`src/rtl/instr_fetch.sv`:
```
// rtl/instr_fetch.sv - instruction fetch stage with single-outstanding memory request
module instr_fetch #(
  parameter logic [31:0] RESET_PC = 32'h0000_0000
) (
  input  logic        clk,
  input  logic        rst,
  input  logic        pc_src,
  input  logic [31:0] pc_target,
  input  logic        flush,
  input  logic [31:0] flush_pc,
  input  logic        stall,
  output logic        imem_req,
  output logic [31:0] imem_addr,
  input  logic        imem_ready,
  input  logic        imem_rvalid,
  input  logic [31:0] imem_rdata,
  output logic [31:0] instr,
  output logic [31:0] instr_pc,
  output logic        instr_valid,
  output logic [6:0]  op,
  output logic [2:0]  funct3,
  output logic        funct7,
  output logic        misaligned
);

  localparam logic [31:0] NOP = 32'h0000_0013;

  typedef enum logic [1:0] {IDLE, REQ, WAIT, VALID} state_t;

  state_t      state;
  logic [31:0] pc;
  // Set when the single outstanding response belongs to a redirected-away fetch
  logic        drop;

  logic [31:0] flush_aligned;
  logic [31:0] target_aligned;
  logic        flush_mis;
  logic        target_mis;
  logic [31:0] pc_seq;

  // Redirect addresses are word-aligned by dropping the low bits
  assign flush_aligned  = {flush_pc[31:2], 2'b00};
  assign target_aligned = {pc_target[31:2], 2'b00};
  assign flush_mis      = |flush_pc[1:0];
  assign target_mis     = |pc_target[1:0];
  assign pc_seq         = pc + 32'd4;

  // The request address is always the current PC; decode fields come straight off the held word
  assign imem_addr = pc;
  assign op        = instr[6:0];
  assign funct3    = instr[14:12];
  assign funct7    = instr[30];

  // Fetch FSM: all state and registered outputs
  always_ff @(posedge clk) begin
    if (rst) begin
      state       <= IDLE;
      pc          <= RESET_PC;
      drop        <= 1'b0;
      imem_req    <= 1'b0;
      instr_valid <= 1'b0;
      misaligned  <= 1'b0;
      instr       <= NOP;
      instr_pc    <= RESET_PC;
    end else begin
      misaligned <= 1'b0;
      case (state)
        IDLE: begin
          state    <= REQ;
          imem_req <= 1'b1;
          if (flush) begin
            pc         <= flush_aligned;
            misaligned <= flush_mis;
          end
        end

        REQ: begin
          if (flush) begin
            pc         <= flush_aligned;
            misaligned <= flush_mis;
            // Memory takes the old address this cycle, so its answer must be thrown away
            if (imem_ready) begin
              drop     <= 1'b1;
              state    <= WAIT;
              imem_req <= 1'b0;
            end
          end else if (imem_ready) begin
            state    <= WAIT;
            imem_req <= 1'b0;
          end
        end

        WAIT: begin
          if (flush) begin
            pc         <= flush_aligned;
            misaligned <= flush_mis;
            if (imem_rvalid) begin
              // Response for the old address arrives now: discard it, nothing left outstanding
              drop     <= 1'b0;
              state    <= REQ;
              imem_req <= 1'b1;
            end else begin
              drop <= 1'b1;
            end
          end else if (imem_rvalid) begin
            if (drop) begin
              drop     <= 1'b0;
              state    <= REQ;
              imem_req <= 1'b1;
            end else begin
              instr       <= imem_rdata;
              instr_pc    <= pc;
              instr_valid <= 1'b1;
              state       <= VALID;
            end
          end
        end

        VALID: begin
          if (flush) begin
            instr_valid <= 1'b0;
            pc          <= flush_aligned;
            misaligned  <= flush_mis;
            state       <= REQ;
            imem_req    <= 1'b1;
          end else if (!stall) begin
            instr_valid <= 1'b0;
            state       <= REQ;
            imem_req    <= 1'b1;
            if (pc_src) begin
              pc         <= target_aligned;
              misaligned <= target_mis;
            end else begin
              pc <= pc_seq;
            end
          end
        end

        default: begin
          state    <= IDLE;
          imem_req <= 1'b0;
        end
      endcase
    end
  end

endmodule

```
`config.mk`:
```
export PLATFORM = sky130hd
export DESIGN_NAME = instr_fetch
export DESIGN_NICKNAME = d
export VERILOG_FILES = /design/src/rtl/instr_fetch.sv
export SDC_FILE = /design/constraint.sdc
export NUM_CORES = 1
export LEC_CHECK = 0
export CAP_MARGIN = 30
export CORE_MARGIN = 10
export CORE_UTILIZATION = 46
export CTS_CLUSTER_SIZE = 25
export DETAILED_ROUTE_END_ITERATION = 10
export PLACE_DENSITY = 0.86
export SLEW_MARGIN = 40
export SYNTH_ARGS = -nofsm -noshare
export SYNTH_HDL_FRONTEND = slang
export SYNTH_SLANG_ARGS = --single-unit
```
`constraint.sdc`:
```
create_clock -name clk -period 3.9 [get_ports clk]
set_input_delay 0.585 -clock clk [delete_from_list [all_inputs] [get_ports clk]]
set_output_delay 0.585 -clock clk [all_outputs]
set_load 0.01 [all_outputs]
```
==> flow_metrics.py, run 1 <==
metrics = {
    "logic_synthesis": {
        "synthArstFlopShare_pct": 0,
        "synth-seq-area-share_pct": 39.53,
        "synthTopCellsByArea": "dfxtp_1 40%, nand2_1 13%, a21oi_1 9.9%, clkbuf_1 3.2%, o21ai_0 2.7%",
        "synth.distinct_cells": 67,
        "synth_edf_count": 0,
        "yosysWarnings": 0,
        "yosys.area_share.simple_pct": 25.28,
        "synth-compound-area-share_pct": 23.57,
        "syn_avg_cell_area_um2": 7.486,
        "synth_top_cell_by_area": "dfxtp_1",
        "synthCells": 663,
        "synth-xor-area-share_pct": 1.588,
        "synthFlopType": "dfxtp_1",
        "synth_top_family_by_area": "simple AND/OR/NAND/NOR gates",
        "yosysTopAreaCellShare_pct": 39.53,
        "synth_fa_ha_area_share_pct": 1.512,
        "ys_ff_latch": 98,
        "syn-cell-area_um2": 4964,
        "synthMuxAreaShare_pct": 0.8571,
    },
    "sta": {
        "setup_violations": 0,
        "finalHoldViolCount": 0,
        "slew_viol_final": 0,
        "rsz0062_at_grt": "no",
        "fin_skew_ns": 0.02142,
        "max_freq_mhz": 385.8,
        "period_needed_ns": 2.592,
        "setup_tns_ns": 0,
        "slew_headroom_pct": 52.30,
        "tightest_slew_ns": 0.7155,
        "fin_crit_sh_pct": 66.47,
    },
    "die": {
        "fp.coreArea_um2": 10420,
        "dieArea_um2": 15350,
        "die_x_um": 123.9,
        "dieHeight_um": 123.9,
        "rows": 37,
        "boundaryPins": 213,
        "initial_core_util_pct": 47.65,
    },
    "setup_path": {
        "cp.buffers_inverters": 1,
        "cpPeakStageDelay_ns": 0.72,
        "end_kind": "flip-flop",
        "crit_family": "simple AND/OR/NAND/NOR gates",
        "critPathKind": "in -> reg",
        "path_cells": "clkdlybuf4s50_1 > or3b_1 > or4_1 > mux2_2 > a31oi_1",
        "crit_path_top_delay_cell": "or3b_1",
        "start_kind": "primary input",
        "crit_fanout": 17,
        "cp_data_arrival_time_ns": 2.88,
        "crit_required_ns": 4.19,
    },
    "detailed_routing": {
        "post_drt_wl_per_cell_um": 18.22,
        "final_antenna_net_count": 0,
        "drc": 0,
        "wl_um": 17620,
        "drtIter0Drc": 455,
        "vias": 5396,
        "firstDrtPassIters": 6,
        "via_per_inst": 5.580,
    },
    "global_route": {
        "grt_first_pass_wirelength_um": 26730,
        "antenna_found_initial": 2,
        "grt_max_degree": 92,
        "first_global_vias": 5155,
        "grt_usage_pct": 21.63,
        "grt.overflow.total": 0,
    },
    "run": {
        "drv_cap": 0,
    },
    "worst_hold_path": {
        "hold_path.class": "reg -> reg",
    },
    "finish": {
        "multi_input_comb_area_um2": 2655,
        "layout_common_cells": "206 x clkdlybuf4s50_1, 169 x nand2_1, 98 x dfxtp_1",
        "regArea_um2": 1962,
        "final_nets": 935,
        "utilization_pct": 69.39,
        "drive_above_1_share_pct": 5.663,
        "final_common_cell": "clkdlybuf4s50_1",
        "area_delta_synth_final_pct": 45.63,
        "fillers": 848,
    },
    "place": {
        "dp_hpwl_um": 12890,
        "gp_congestion": 0.8709,
        "io_buffers": 208,
    },
    "clocking": {
        "ctsHoldBuffers": 0,
        "postCtsSetupBuffers": 0,
        "worstSkewPairLatency_ns": 0.37,
        "clockRootBuffer": "clkbuf_8",
        "cts_tree": "done",
        "cts.reportedPaths.clkPinSlew_ns": 0.09,
        "clock_sinks": 98,
        "numCtsBuffers": 9,
        "htree_levels": 3,
        "clk_path_buf_depth": 2,
        "cts_resized": 0,
    },
    "pwr": {
        "power_density_nw_per_um2": 296.8,
        "ir_worst_vdd_mv": 0.2408,
        "p_leak_nw": 2.525,
    },
    "run_status": {
        "outcome": "completed",
    },
}
power by group:
part           internal [mW]  total [mW]  switching (mW)
clock network          0.381       0.749           0.368
registers               1.03        1.08          0.0491
logic                  0.183       0.320           0.137
total                   1.59        2.15           0.554
through the flow:
stage               power, mW  worst slack (ns)  hold slack (ns)  cells  cell area (um2)
finish                  2.145             1.308           0.4564    967             7228
global route            2.233             1.094           0.4753    967             7228
CTS                     2.150             1.310           0.4586    965             7213
detailed placement      1.414            0.9430           0.4459    950             6988
global placement        1.405             1.035           0.4401    950             6982
floorplan               1.222             1.954           0.4805    666             4975
worst paths after layout:
kind                    to  cells past startpoint  startpoint  slack [ns]
min              instr[18]                      2   instr[18]        0.46
max reg2reg  imem_addr[24]                      6    state[1]        1.44
min reg2reg      instr[18]                      2   instr[18]        0.46
max          imem_addr[29]                      5       flush        1.31
Yosys cell counts, types with 4 or more instances:
cell type,count
nand2_1,170
a21oi_1,98
dfxtp_1,98
clkbuf_1,42
nor2_1,31
o21ai_0,27
nand3_1,21
buf_4,16
inv_1,15
nand2b_1,9
a31oi_1,8
nor3_1,8
buf_2,7
ha_1,6
nand4_1,6
o211ai_1,6
xor2_1,6
a211oi_1,5
a2bb2oi_1,4
routing by layer:
layer	GRT usage (%)	part of all wire, %	up-vias
met2	36.13	48	273
met3	7.738	12	20
met1	25.87	39	2502
met4	5.531	1.3	0
met5	0	0	-
li1	-	-	2601
kinds of logic (layout without fill, tap and decap cells):
group           count (synthesis)  count (layout)
compound gates                190             190
fa+ha+maj                       6               6
other cells                     1               5
flops                          98              98
xor+xnor                        9               9
mux                             4               4
buf+inv                        82             246
simple gates                  273             273
worst reg2reg max path, cell delays in order, from the launching register on:
cell	delay [ns]
dfxtp_1	0.42
ha_1	0.33
nand2_1	0.16
a21oi_4	0.57
buf_4	0.36
a21oi_1	0.07
a2111oi_1	0.43
layout make-up:
cell class / count / share of cell area, %
timing repair buffer: 216 / 29.84
multi-input combinational: 486 / 36.73
inverter: 15 / 0.7790
clock inverter: 5 / 1.212
antenna: 1 / 0.03462
tap: 136 / 2.354
clock buffer: 10 / 1.904
sequential: 98 / 27.14
flip-flops by register name, summed over array words and instances (netlist names):
register     count
drop             1
imem_addr       30
imem_req         1
instr           32
instr_pc        30
instr_valid      1
misaligned       1
state            2
Note: power is estimated with default switching activity, not from simulation.
==> run 2: changes to the inputs <==
Settings changed: CORE_UTILIZATION 46 to 43, PLACE_DENSITY 0.86 to 0.81.
Clock period 3.9 ns to 2.4 ns, I/O delays scaled along.
==> flow_metrics.py, run 2 (synthesized netlist as in run 1, its figures left out) <==
metrics = {
    "place": {
        "dp_hpwl_um": 13490,
        "place_ws_ns": 0.09508,
        "dp.cells": 974,
        "io_buffers": 208,
        "gp_congestion": 0.8453,
        "post_dp_cell_area_um2": 7156,
    },
    "finish": {
        "final_cell_area_um2": 7451,
        "final_nets": 951,
        "layout_common_cells": "206 x clkdlybuf4s50_1, 169 x nand2_1, 98 x dfxtp_1",
        "area_delta_synth_final_pct": 50.11,
        "largest_register_ffs": 32,
        "utilization_pct": 65.53,
        "final_common_cell": "clkdlybuf4s50_1",
        "drive_above_1_share_pct": 7.202,
        "regMostFlops": "instr",
        "instances_no_fill": 990,
        "diodes": 0,
    },
    "sta": {
        "finalHoldViolCount": 0,
        "slew_headroom_pct": 59.96,
        "fin_crit_sh_pct": 86.72,
        "tightest_slew_ns": 0.6006,
        "setup_tns_ns": 0,
        "max_freq_mhz": 480.5,
        "fin_ws_ns": 0.3188,
        "setup_violations": 0,
        "rsz0062_at_grt": "no",
        "period_needed_ns": 2.081,
        "slew_viol_final": 0,
        "hold_ws_ns": 0.3729,
        "fin_skew_ns": 0.005947,
    },
    "die": {
        "initial_core_util_pct": 43.66,
        "dieHeight_um": 127.4,
        "dieArea_um2": 16240,
        "fp.coreArea_um2": 11370,
        "die_x_um": 127.4,
        "boundaryPins": 213,
        "rows": 39,
    },
    "setup_path": {
        "path_cells": "nand4_2 > nor4_2 > buf_4 > nand3_1 > o21a_1 > a2111oi_1",
        "crit_required_ns": 2.64,
        "r2r_slack_ns": 0.32,
        "critPathKind": "reg -> reg",
        "cp_data_arrival_time_ns": 2.32,
        "start_kind": "flip-flop",
        "crit_family": "simple AND/OR/NAND/NOR gates",
        "cp.buffers_inverters": 1,
        "crit_fanout": 11,
        "crit_path_top_delay_cell": "dfxtp_1",
        "cpPeakStageDelay_ns": 0.49,
        "end_kind": "flip-flop",
    },
    "clocking": {
        "numCtsBuffers": 9,
        "clk_path_buf_depth": 2,
        "ctsHoldBuffers": 0,
        "htree_levels": 3,
        "cts_tree": "done",
        "clock_sinks": 98,
        "clockRootBuffer": "clkbuf_16",
        "cts_resized": 0,
        "cts.reportedPaths.clkPinSlew_ns": 0.06,
        "postCtsSetupBuffers": 0,
        "worstSkewPairLatency_ns": 0.35,
    },
    "detailed_routing": {
        "firstDrtPassIters": 6,
        "final_antenna_net_count": 0,
        "drtIter0Drc": 328,
        "post_drt_wl_per_cell_um": 18.13,
        "via_per_inst": 5.572,
        "drc": 0,
        "wl_um": 17940,
        "vias": 5516,
    },
    "pwr": {
        "power_density_nw_per_um2": 502.9,
        "p_total_mw": 3.747,
        "ir_worst_vdd_mv": 0.3686,
        "p_leak_nw": 2.648,
    },
    "run": {
        "drv_cap": 0,
    },
    "worst_hold_path": {
        "hold_path.class": "in -> reg",
    },
    "global_route": {
        "grt_first_pass_wirelength_um": 28170,
        "first_global_vias": 5487,
        "grt.overflow.total": 0,
        "grt_max_degree": 58,
        "antenna_found_initial": 0,
        "grt_usage_pct": 21.03,
    },
    "run_status": {
        "outcome": "completed",
    },
}
[run 2: changes by cell type in the layout (fill, tap and decap cells not counted), sizes merged]
cell / delta
clkinv: +1
clkinvlp: -1
buf: +16
bufinv: -1
clkbuf: +2
diode: -1
[run 2: cell type report]
class | count | area (um2)
clock buffer | 12 | 246.5
inverter | 15 | 56.30
multi-input combinational | 486 | 2654
clock inverter | 4 | 48.80
timing repair buffer | 232 | 2305
fill | 979 | 3919
sequential | 98 | 1962
tap | 143 | 178.9
[run 2: report_power, final]
| part | switching, mW | internal (mW) | leakage (nW) | total, mW |
|---|---|---|---|---|
| sequential | 0.0688 | 1.67 | 0.797 | 1.74 |
| combinational | 0.239 | 0.310 | 1.70 | 0.549 |
| clock | 0.622 | 0.838 | 0.147 | 1.46 |
[run 2: worst paths after layout]
path,startpoint,endpoint,cells after the start
setup / recovery,imem_addr[4],imem_addr[21],6
hold / removal,rst,imem_addr[14],2
setup reg to reg,imem_addr[4],imem_addr[21],6
hold reg to reg,instr_pc[20],instr_pc[20],2
[run 2: worst reg2reg max path, stage by stage (launching register included)]
cell,delay [ns]
dfxtp_1,0.49
nand4_2,0.27
nor4_2,0.28
buf_4,0.23
nand3_1,0.15
o21a_1,0.22
a2111oi_1,0.34
[run 2: per-layer routing]
metal	GRT usage, %	wire, um	vias up
met1	24.23	7322	2592
met3	8.395	1854	26
met2	34.87	8476	261
met4	6.698	290	0
li1	-	-	2637
met5	0	0	-
==> RTL edit 1, RTL diff (settings of run 2) <==
Register the input `pc_target` before use. The logic sees it one clock later. The other inputs are not delayed to match.
--- a/src/rtl/instr_fetch.sv
+++ b/src/rtl/instr_fetch.sv
@@ -27,6 +27,12 @@
 
   typedef enum logic [1:0] {IDLE, REQ, WAIT, VALID} state_t;
 
+  logic [31:0] pc_target_q;
+
+  always_ff @(posedge clk) begin
+    pc_target_q <= pc_target;
+  end
+
   state_t      state;
   logic [31:0] pc;
   // Set when the single outstanding response belongs to a redirected-away fetch
@@ -40,9 +46,9 @@
 
   // Redirect addresses are word-aligned by dropping the low bits
   assign flush_aligned  = {flush_pc[31:2], 2'b00};
-  assign target_aligned = {pc_target[31:2], 2'b00};
+  assign target_aligned = {pc_target_q[31:2], 2'b00};
   assign flush_mis      = |flush_pc[1:0];
-  assign target_mis     = |pc_target[1:0];
+  assign target_mis     = |pc_target_q[1:0];
   assign pc_seq         = pc + 32'd4;
 
   // The request address is always the current PC; decode fields come straight off the held word
Formal check against the unedited RTL: not equivalent (a bounded check fails within 10 cycles, from zero or initial values and one cycle with rst high).
==> RTL edit 1 against run 2 <==
Sequential cell count up 32; final cell count up 9.2%; wire length up 4.5%; clock skew up 0.87 ps; total power up 50%; synthesized area up 13%; final area up 15%; worst setup slack worse by 120 ps; first-iteration DRC count up 26%; critical endpoint is now imem_addr[25].
==> RTL edit 1: results (changes against run 2) <==
Synthesis
  • Avg Cell Area, Syn: 8.02 µm² (was 7.49 µm²)
  • Post-synthesis cell type count: 60 (was 67)
  • Leading post-synthesis cells by cell area: dfxtp_1 (47%), nand2_1 (12%), a21oi_1 (8.0%) (was dfxtp_1 (40%), nand2_1 (13%), a21oi_1 (9.9%))
  • Sequential area share after synthesis: 46.6% (was 39.5%)
  • Synth cell count leaders: nand2_1 (173), dfxtp_1 (130), a21oi_1 (89), clkbuf_1 (43), nor2_1 (27) (was nand2_1 (170), a21oi_1 (98), dfxtp_1 (98), clkbuf_1 (42), nor2_1 (31))

Cells and area
  • Fraction of layout instances using a drive strength above 1: 9.90% (was 7.20%)
  • Fin nets: 1005 (was 951)

Placed design
  • Placed Area: 7920 µm² (was 7160 µm²)
  • Pre-CTS setup slack: 138 ps (was 95.1 ps)
  • Global placement routability congestion: 0.903 (was 0.845)

Detailed routing
  • First drt pass iteration count: 5 (was 6)
  • Via count: 5707 (was 5516)
  • WL final: 18800 µm (was 17900 µm)
  • 1st-iter DRT viols: 414 (was 328)

Worst setup path
  • R2r setup slk: 200 ps (was 320 ps)
  • R2R Path Start: imem_addr[18] (was imem_addr[4])
  • CP arrival: 2480 ps (was 2320 ps)
  • Worst-path maximum fanout: 8 (was 11)
  • Worst R2R End: imem_addr[25] (was imem_addr[21])

Power
  • Leakage: 3.12 nW (was 2.65 nW)
  • Biggest consumer: clock (was sequential cells)
  • Combinational power share: 10.4% (was 14.6%)
  • Maximum vdd drop: 0.514 mV (was 0.369 mV)

Clocking
  • Worst-skew pair later-pin latency: 410 ps (was 350 ps)
  • H-tree Lvls: 4 (was 3)

Run status
  • Status: finished, final reports clean (unchanged)

Global route
  • Largest net degree at the start of global routing: 55 (was 58)
  • Gr usage total: 20.1% (was 21.0%)

Timing
  • Final hold slack: 385 ps (was 373 ps)
  • Fin Clk Skew: 6.82 ps (was 5.95 ps)
  • Worst-Margin Slew: 549 ps (was 601 ps)
  • Fmax: 0.454 GHz (was 0.481 GHz)

Worst hold path
  • Hold path endpoint: pc_target_q[20] (was imem_addr[14])
RTL edit 1: changes by cell type after synthesis, moves of 4 or more:
cell	change
dfxtp_1	+32
a21oi_1	-9
nand3b_1	+7
a211oi_1	+5
mux2i_1	+5
nor4_1	+5
a221oi_1	+4
a31oi_1	-4
nor2_1	-4
o21ai_0	-4
RTL edit 1: worst max path at each step:
stage                     to  cells past startpoint          start
6_report       imem_addr[25]                      6  imem_addr[18]
5_1_grt        imem_addr[25]                      6  imem_addr[18]
4_1_cts        imem_addr[25]                      6  imem_addr[18]
3_5_place_dp    instr_pc[19]                      7          flush
3_3_place_gp   imem_addr[24]                      8          flush
2_1_floorplan  imem_addr[22]                      7   imem_addr[2]
RTL edit 1: cell families after synthesis:
group	after synthesis	synth area share, %
AOI/OAI and AO/OA	175	19.4
xor gates and xnor gates	9	1.41
adders and majority gates	6	1.34
buffers and inverters	82	6.63
DFF	130	46.6
muxes	8	1.46
other	1	0.0671
and+or+nand+nor	285	23.1
RTL edit 1: worst max-delay path, cell delays in order, from the launching register on:
cell and delay, ps:
dfxtp_1 480, nand4_1 300, nor4_1 400, buf_4 210, nand4_1 120, mux2i_1 150
a2111oi_1 410
RTL edit 1: metal layers:
metal,part of all wire (%),track usage [%]
met5,0,0
met3,9.0,6.80
met1,41,23.7
met2,47,32.7
met4,3.0,8.71
RTL edit 1: cell type report:
cell class / instances / area, µm² / area share, %
Sequential cell: 130 / 2610 / 30.5
Tap cell: 172 / 215 / 2.52
Multi-Input combinational cell: 487 / 2630 / 30.8
Timing Repair Buffer: 246 / 2410 / 28.2
Clock buffer: 19 / 453 / 5.30
Inverter: 14 / 52.6 / 0.614
Clock inverter: 13 / 183 / 2.14
RTL edit 1: repair_timing:
item                       4_1_cts  5_1_grt
setup endpoints to repair        0        1
resized for setup                0        1
setup buffers                    0        0
==> RTL edit 2, RTL diff (config.mk and constraints of run 2) <==
Without the edit above. Reset style: asynchronous (`rst`), changed in one clocked block.
--- a/src/rtl/instr_fetch.sv
+++ b/src/rtl/instr_fetch.sv
@@ -52,7 +52,7 @@
   assign funct7    = instr[30];
 
   // Fetch FSM: all state and registered outputs
-  always_ff @(posedge clk) begin
+  always_ff @(posedge clk or posedge rst) begin
     if (rst) begin
       state       <= IDLE;
       pc          <= RESET_PC;
Check against the original RTL: differs if rst is asserted again (counterexample within 4 cycles, from zero or initial values and one cycle with rst high); with rst held inactive, the same outputs for 4 cycles.
==> RTL edit 2 against run 2 <==
Synthesized cell count down 26%; synthesized area up 3.0%; sequential cell count unchanged; worst setup slack better by 62 ps; hold slack better by 80 ps; wire length down 5.2%; final area up 2.7%; first-iteration DRC count down 12%; fmax up 3.1%; largest cell class is now sequential cells; highest routed layer unchanged.
Power is not compared: it rests on default switching activity, and its combinational part moved more than twofold at a synthesized area within 25%.
==> RTL edit 2: results (changes against run 2) <==
Global route
  • Vias in the first global route: 4740 (was 5487)
  • Largest net degree at the start of global routing: 47 (was 58)
  • Met3 GRT Util: 6.53% (was 8.40%)
  • Met1 global-route usage: 23.3% (was 24.2%)
  • Gr usage total: 20.0% (was 21.0%)
  • First-pass GRT wire length: 26300 µm (was 28200 µm)
  • Met2 usage: 34.6% (was 34.9%)

Detailed routing
  • WL/cell: 20.4 µm (was 18.1 µm)
  • Met3 wire length: 1580 µm (was 1850 µm)
  • 1st-iter DRT viols: 289 (was 328)
  • DRT met1 WL: 6870 µm (was 7320 µm)
  • Via count: 4545 (was 5516)
  • Routed met2 length: 8350 µm (was 8480 µm)
  • DR top layer: met4 (unchanged)

Cells and area
  • Fraction of layout instances using a drive strength above 1: 17.0% (was 7.20%)
  • Fin nets: 797 (was 951)
  • Ant diodes: 0 (unchanged)

Worst hold path
  • Hold Path Class: input pin to async pin (was input pin to flop)

Worst setup path
  • CP Capture Point: imem_addr[22] (was imem_addr[21])
  • Worst setup startpoint: state[0] (was imem_addr[4])
  • CP arrival: 2260 ps (was 2320 ps)
  • Cell family with most CP delay: compound AO/OA/AOI/OAI gates (was simple AND/OR/NAND/NOR gates)
  • CP max-delay cell: dfrtp_1 (was dfxtp_1)
  • Slowest cell delay on critical path: 440 ps (was 490 ps)
  • Worst-path maximum fanout: 14 (was 11)
  • Worst R2R End: imem_addr[22] (was imem_addr[21])

Synthesis
  • Commonest register cell after synthesis: dfrtp_1 (was dfxtp_1)
  • Post-synthesis cell type count: 53 (was 67)
  • Sequential area share after synthesis: 48.0% (was 39.5%)
  • Synth cell count leaders: dfrtp_1 (95), mux2_2 (62), nand2_1 (55), a21oi_1 (37), nand3_1 (24) (was nand2_1 (170), a21oi_1 (98), dfxtp_1 (98), clkbuf_1 (42), nor2_1 (31))
  • Leading post-synthesis cells by cell area: dfrtp_1 (46%), mux2_2 (14%), nand2_1 (4.0%) (was dfxtp_1 (40%), nand2_1 (13%), a21oi_1 (9.9%))

Timing
  • Final hold slack: 453 ps (was 373 ps)
  • Final worst slack: 381 ps (was 319 ps)
  • Fin Clk Skew: 6.16 ps (was 5.95 ps)
  • Worst-Margin Slew: 638 ps (was 601 ps)

Placed design
  • Post-detail-place hpwl: 13200 µm (was 13500 µm)
  • Global placement routability congestion: 0.898 (was 0.845)

Run status
  • Status: finished, final reports clean (unchanged)

Clocking
  • Post-CTS resize count: 0 (unchanged)
==> RTL edit 2: kinds of logic after synthesis <==
group | Yosys count | share of synthesized area (%)
and+or+nand+nor | 146 | 15.7
xor gates and xnor gates | 17 | 2.91
adders and majority gates | 6 | 1.47
AOI/OAI and AO/OA | 101 | 12.0
buffers and inverters | 57 | 5.53
other | 1 | 0.0733
DFF | 98 | 48.0
muxes | 65 | 14.2
==> RTL edit 2: layout make-up <==
type | instances | area [µm²]
multi-input combinational | 339 | 2400
clock inverter | 5 | 61.3
sequential | 98 | 2460
fill | 913 | 3870
clock buffer | 11 | 243
tap | 143 | 179
timing repair buffer | 227 | 2260
inverter | 13 | 52.6
==> RTL edit 2: stage by stage <==
stage	instance area (µm²)	cells
floorplan	5130	494
global placement	7350	820
detailed placement	7350	820
CTS	7650	836
global route	7650	836
finish	7650	836
==> RTL edit 2: worst register-to-register path: cells and delay by family (launching register included) <==
family | cells | cell delay, ps
AOI/OAI and AO/OA | 3 | 730
adders and majority gates | 1 | 320
buffers and inverters | 1 | 260
DFF | 1 | 440
and+or+nand+nor | 1 | 160
==> RTL edit 2: power groups by stage <==
| stage | Combinational, mW | Clock, mW | Sequential, mW |
|---|---|---|---|
| 2_1_floorplan | 1.04 | 0 | 2.91 |
| 3_3_place_gp | 2.91 | 0 | 2.69 |
| 3_5_place_dp | 2.97 | 0 | 2.74 |
| 4_1_cts | 2.98 | 1.54 | 2.71 |
| 5_1_grt | 3.15 | 1.59 | 2.80 |
| 6_report | 2.94 | 1.50 | 2.71 |
